$ cat src/rtl/bus_dma_pkg.sv
// Shared definitions for the bus DMA peripheral: register indices,
// CTRL bit positions and the transfer state encoding.
package bus_dma_pkg;

    // Register indices on the register-side port
    localparam logic [2:0] REG_SRC  = 3'd0;
    localparam logic [2:0] REG_DST  = 3'd1;
    localparam logic [2:0] REG_CNT  = 3'd2;
    localparam logic [2:0] REG_CTRL = 3'd3;
    localparam logic [2:0] REG_DCLR = 3'd4;

    // CTRL write bits
    localparam int CTRL_START = 0;
    localparam int CTRL_IE    = 1;
    localparam int CTRL_ABORT = 3;

    // CTRL read bits (IE reads back at the same position it is written)
    localparam int CTRL_BUSY  = 0;
    localparam int CTRL_DONE  = 2;

    // Transfer state machine
    typedef enum logic [1:0] {
        ST_IDLE = 2'd0,
        ST_RD   = 2'd1,
        ST_WR   = 2'd2
    } dma_state_e;

endpackage

$ cat src/rtl/bus_dma.sv
// Single-channel memory-to-memory DMA. Copies CNT words from SRC to DST
// (ascending word addresses), one read cycle then one write cycle per word.
//
// Initiator handshake: m_req is held high for the whole transfer (states RD
// and WR). A bus cycle completes only at an edge where m_gnt is high; with
// m_gnt low the FSM holds its state, no address or count advances and
// m_wen stays low. m_din is sampled at the edge of a granted RD cycle;
// m_wen follows m_gnt in WR and the slave commits the write at that edge.
module bus_dma
    import bus_dma_pkg::*;
#(
    parameter int WIDTH = 32
) (
    input  logic             clk,
    input  logic             reset,
    input  logic             cs,
    input  logic             wen,
    input  logic [2:0]       addr,
    input  logic [WIDTH-1:0] din,
    output logic [WIDTH-1:0] dout,
    output logic             m_req,
    input  logic             m_gnt,
    output logic [WIDTH-1:0] m_aout,
    output logic [WIDTH-1:0] m_dout,
    input  logic [WIDTH-1:0] m_din,
    output logic             m_wen,
    output logic             irq
);

    dma_state_e       state_q, state_d;
    logic [WIDTH-1:0] src_q, src_d;
    logic [WIDTH-1:0] dst_q, dst_d;
    logic [WIDTH-1:0] cnt_q, cnt_d;
    logic [WIDTH-1:0] buf_q, buf_d;
    logic             ie_q, ie_d;
    logic             done_q, done_d;
    logic             irq_q, irq_d;

    logic busy;
    logic reg_wr;
    logic ctrl_wr;
    logic start;
    logic abort;

    // Decode register-side strobes; START only counts when idle, ABORT only when busy.
    always_comb begin
        busy    = (state_q != ST_IDLE);
        reg_wr  = cs && wen;
        ctrl_wr = reg_wr && (addr == REG_CTRL);
        start   = ctrl_wr && din[CTRL_START] && !busy;
        abort   = ctrl_wr && din[CTRL_ABORT] && busy;
    end

    // Next-state for the register file and the transfer FSM.
    always_comb begin
        state_d = state_q;
        src_d   = src_q;
        dst_d   = dst_q;
        cnt_d   = cnt_q;
        buf_d   = buf_q;
        ie_d    = ie_q;
        done_d  = done_q;
        irq_d   = done_q && ie_q;

        // Address/count registers are frozen while a transfer runs
        if (reg_wr && !busy) begin
            case (addr)
                REG_SRC: src_d = din;
                REG_DST: dst_d = din;
                REG_CNT: cnt_d = din;
                default: ;
            endcase
        end
        if (ctrl_wr) begin
            ie_d = din[CTRL_IE];
        end
        // DONE clear comes first so a same-cycle completion below overrides it
        if (reg_wr && (addr == REG_DCLR)) begin
            done_d = 1'b0;
        end

        case (state_q)
            ST_IDLE: begin
                if (start) begin
                    if (cnt_q == '0) begin
                        done_d = 1'b1;
                    end else begin
                        state_d = ST_RD;
                    end
                end
            end
            ST_RD: begin
                if (abort) begin
                    state_d = ST_IDLE;
                end else if (m_gnt) begin
                    buf_d   = m_din;
                    src_d   = src_q + 1'b1;
                    state_d = ST_WR;
                end
            end
            ST_WR: begin
                if (abort) begin
                    state_d = ST_IDLE;
                end else if (m_gnt) begin
                    dst_d = dst_q + 1'b1;
                    cnt_d = cnt_q - 1'b1;
                    if (cnt_d == '0) begin
                        state_d = ST_IDLE;
                        done_d  = 1'b1;
                    end else begin
                        state_d = ST_RD;
                    end
                end
            end
            default: state_d = ST_IDLE;
        endcase
    end

    // State registers with synchronous reset.
    always_ff @(posedge clk) begin
        if (reset) begin
            state_q <= ST_IDLE;
            src_q   <= '0;
            dst_q   <= '0;
            cnt_q   <= '0;
            buf_q   <= '0;
            ie_q    <= 1'b0;
            done_q  <= 1'b0;
            irq_q   <= 1'b0;
        end else begin
            state_q <= state_d;
            src_q   <= src_d;
            dst_q   <= dst_d;
            cnt_q   <= cnt_d;
            buf_q   <= buf_d;
            ie_q    <= ie_d;
            done_q  <= done_d;
            irq_q   <= irq_d;
        end
    end

    // Initiator outputs; the write strobe is suppressed on abort and reset cycles.
    always_comb begin
        m_aout = '0;
        m_dout = '0;
        m_wen  = 1'b0;
        case (state_q)
            ST_RD: m_aout = src_q;
            ST_WR: begin
                m_aout = dst_q;
                m_dout = buf_q;
                m_wen  = m_gnt && !abort && !reset;
            end
            default: ;
        endcase
    end

    // Register read mux, combinational from addr.
    always_comb begin
        dout = '0;
        case (addr)
            REG_SRC:  dout = src_q;
            REG_DST:  dout = dst_q;
            REG_CNT:  dout = cnt_q;
            REG_CTRL: begin
                dout[CTRL_BUSY] = busy;
                dout[CTRL_IE]   = ie_q;
                dout[CTRL_DONE] = done_q;
            end
            default:  dout = '0;
        endcase
    end

    assign m_req = busy;
    assign irq   = irq_q;

endmodule

$ cat config.mk
export PLATFORM = sky130hd
export DESIGN_NAME = bus_dma
export DESIGN_NICKNAME = d
export VERILOG_FILES = /design/src/rtl/bus_dma_pkg.sv /design/src/rtl/bus_dma.sv
export SDC_FILE = /design/constraint.sdc
export NUM_CORES = 1
export LEC_CHECK = 0
export ABC_CLOCK_PERIOD_IN_PS = 4700
export BUFFER_PORTS_ARGS = -buffer_cell sky130_fd_sc_hd__buf_2
export CAP_MARGIN = 20
export CORE_ASPECT_RATIO = 1.2
export CORE_MARGIN = 3
export CORE_UTILIZATION = 30
export CTS_CLUSTER_SIZE = 25
export DETAILED_ROUTE_END_ITERATION = 8
export PLACE_DENSITY = 0.49
export REMOVE_ABC_BUFFERS = 1
export SLEW_MARGIN = 20
export SYNTH_ARGS = -nofsm -noshare
export SYNTH_HDL_FRONTEND = slang
export SYNTH_SLANG_ARGS = --single-unit
$ cat constraint.sdc
create_clock -name clk -period 4.7 [get_ports clk]
set_clock_uncertainty 0.1 [all_clocks]
set_input_delay 0.47 -clock clk [delete_from_list [all_inputs] [get_ports clk]]
set_output_delay 0.47 -clock clk [all_outputs]
set_load 0.05 [all_outputs]
==> qor.csv <==
metric;value;unit
status;completed;
worstPathRequired;4130;ps
hold_violations;0;
setup_viol;0;
holdWs;164;ps
rsz0062_at_grt;no;
yosys-top-cells-area;dfxtp_1, a21oi_1, nor2_1;
p_per_area;287;nW/um^2
place_area;9710;sq um
fin_util;37.5;%
dpl.hpwl;24000;um
fin_crit;3530;ps
chipWidth;160;um
cts_root_buffer;clkbuf_16;
ctsHoldBuffers;0;
synth_ff_type;dfxtp_1;
grt_max_degree;62;
post_cts_resized;0;
synth_edf_count;0;
design.portCount;171;
drc;0;
clk_latency;440;ps
coreArea;27600;sq um
die_h;191;um
start_kind;input pin;
crit_fanout;39;
post-route-period-util;75.2;%
routed_wl;34500;um
synth.top_cell.area_share;31.2;%
path_class;in2out;
vias_per_cell;5.55;
syn_inst;1197;
vias;9442;
avgRoutedWirePerCell;20.3;um
track_usage;22.2;%
ys_warn_count;0;
stdcell_area;10400;sq um
drt_iter0_drc;774;
crit_arrival;2960;ps
drive_gt1_share;18.5;%
synth_cell_type_count;69;
syn_area_per_cell;7.12;sq um
antenna_found_initial;0;
yosysSeqAreaShare;31.2;%
max_freq;0.283;GHz
report.final.slew_viol_count;0;
p_leak;0.00393;uW
grt_pass1_vias;9220;
gr-total-overflow;0;
start_util;30.9;%
dr.pass1.iters;7;
cts_setup_buffers;0;
slew_headroom;32.6;%
finalPower;2970;uW
syn_area;8530;sq um
maxCapViolCount;0;
nets;1393;
ant_nets;0;
io_buffer_count;170;
worstHoldPathType;in2reg;
vdd_drop_max;0.000249;V
setup_tns;0;ps
h-tree-depth;4;
clock_path_buffers;2;
async_flop_share;0;%
cts_buffers;17;
cts_tree;yes;
synth_top_area_cell;dfxtp_1;
endpoint_kind;output port;
max_slew.worst_pin.slew;1000;ps
num_antenna_cells;0;
cts.clk_slew.worst_paths;70;ps
grt_pass1_wl;53600;um
dieArea;30500;sq um
area_growth;21.4;%
place_congestion;0.863;
ys_ff_latch;133;
rows;66;
clock_sinks;133;
## kinds of logic (layout without fill, tap and decap cells)
| group | Yosys count | in the layout | share of synthesized area [%] |
|---|---|---|---|
| adders and majority gates | 8 | 8 | 1.17 |
| muxes | 34 | 34 | 4.31 |
| and+or+nand+nor | 588 | 588 | 33.7 |
| AOI/OAI and AO/OA | 318 | 318 | 23.8 |
| buffers and inverters | 107 | 236 | 4.86 |
| xor gates and xnor gates | 9 | 9 | 0.925 |
| DFF | 133 | 133 | 31.2 |
## final cells by class
type | count | area (sq um)
clock buffers | 20 | 437
multi-input cells | 957 | 5490
repair buffers | 192 | 1040
fillers | 3027 | 17200
clock inverters | 12 | 204
well taps | 374 | 468
flip-flops and latches | 133 | 2660
inverters | 12 | 45.0
## critical path, cell delays in order
cell and delay (ps):
buf_2 630, nor2b_2 910, buf_4 360, a21oi_1 90, nor2_1 190, buf_2 300
## routing by layer
layer | up-vias | share of wire, % | global-route usage (%)
li1 | 4564 | - | -
met1 | 4528 | 45 | 28.7
met2 | 292 | 47 | 37.0
met3 | 58 | 4.8 | 4.04
met4 | 0 | 2.8 | 8.41
met5 | - | 0 | 0
## state kept, by name, indices dropped and copies added (netlist names)
register and flops:
src_q 32, cnt_q 32, done_q 1, ie_q 1
irq 1, state_q 2, dst_q 32, buf_q 32
## synthesized netlist by cell type (all sizes together), types with 9 or more instances
cell	count
nand3	40
a211oi	18
dfxtp	133
nor4	32
a22oi	38
and3	22
or2	9
nand2	146
a311oi	18
o21ai	47
a21oi	131
and2	39
a221oi	15
or3	9
nor2	165
clkbuf	78
buf	17
mux2i	30
nor2b	39
nor3	47
inv	12
## worst paths after layout
path                            slack (ps)         to  startpoint  cells after the start
worst min-delay path                   160   buf_q[7]    m_din[7]                      3
worst max-delay path                  1170   dout[18]     addr[1]                      6
worst min register to register         350   buf_q[7]    buf_q[7]                      2
worst max register to register        1300  dst_q[26]    dst_q[0]                      7
## where the power goes
group	internal, uW	switching (uW)	leakage (uW)
clock	943	558	0.000300
sequential	1150	28.1	0.00107
combinational	102	198	0.00255
total	2190	784	0.00393
## cells in the final DEF, fill, tap and decap left out, types with 7 or more instances in the layout
master	n
buf_2	169
nor2_1	162
nand2_1	146
dfxtp_1	133
a21oi_1	131
o21ai_0	47
nor3_1	47
nand3_1	40
a22oi_1	38
nor2b_1	38
and2_1	38
nor4_1	31
mux2i_1	30
and3_1	22
buf_4	21
a211oi_1	18
a311oi_1	18
clkbuf_16	17
a221oi_1	15
inv_1	12
or3_1	9
a2111oi_0	8
nand2b_1	7
nand4_1	7
## per-stage QoR
step                      instances  setup WS, ps
after CTS                      1700          1160
after floorplan                1102         -1350
after global routing           1700           966
after detailed placement       1668          1060
final                          1700          1170
after global placement         1668          1080
No activity file was read; power rests on OpenSTA's default activity.
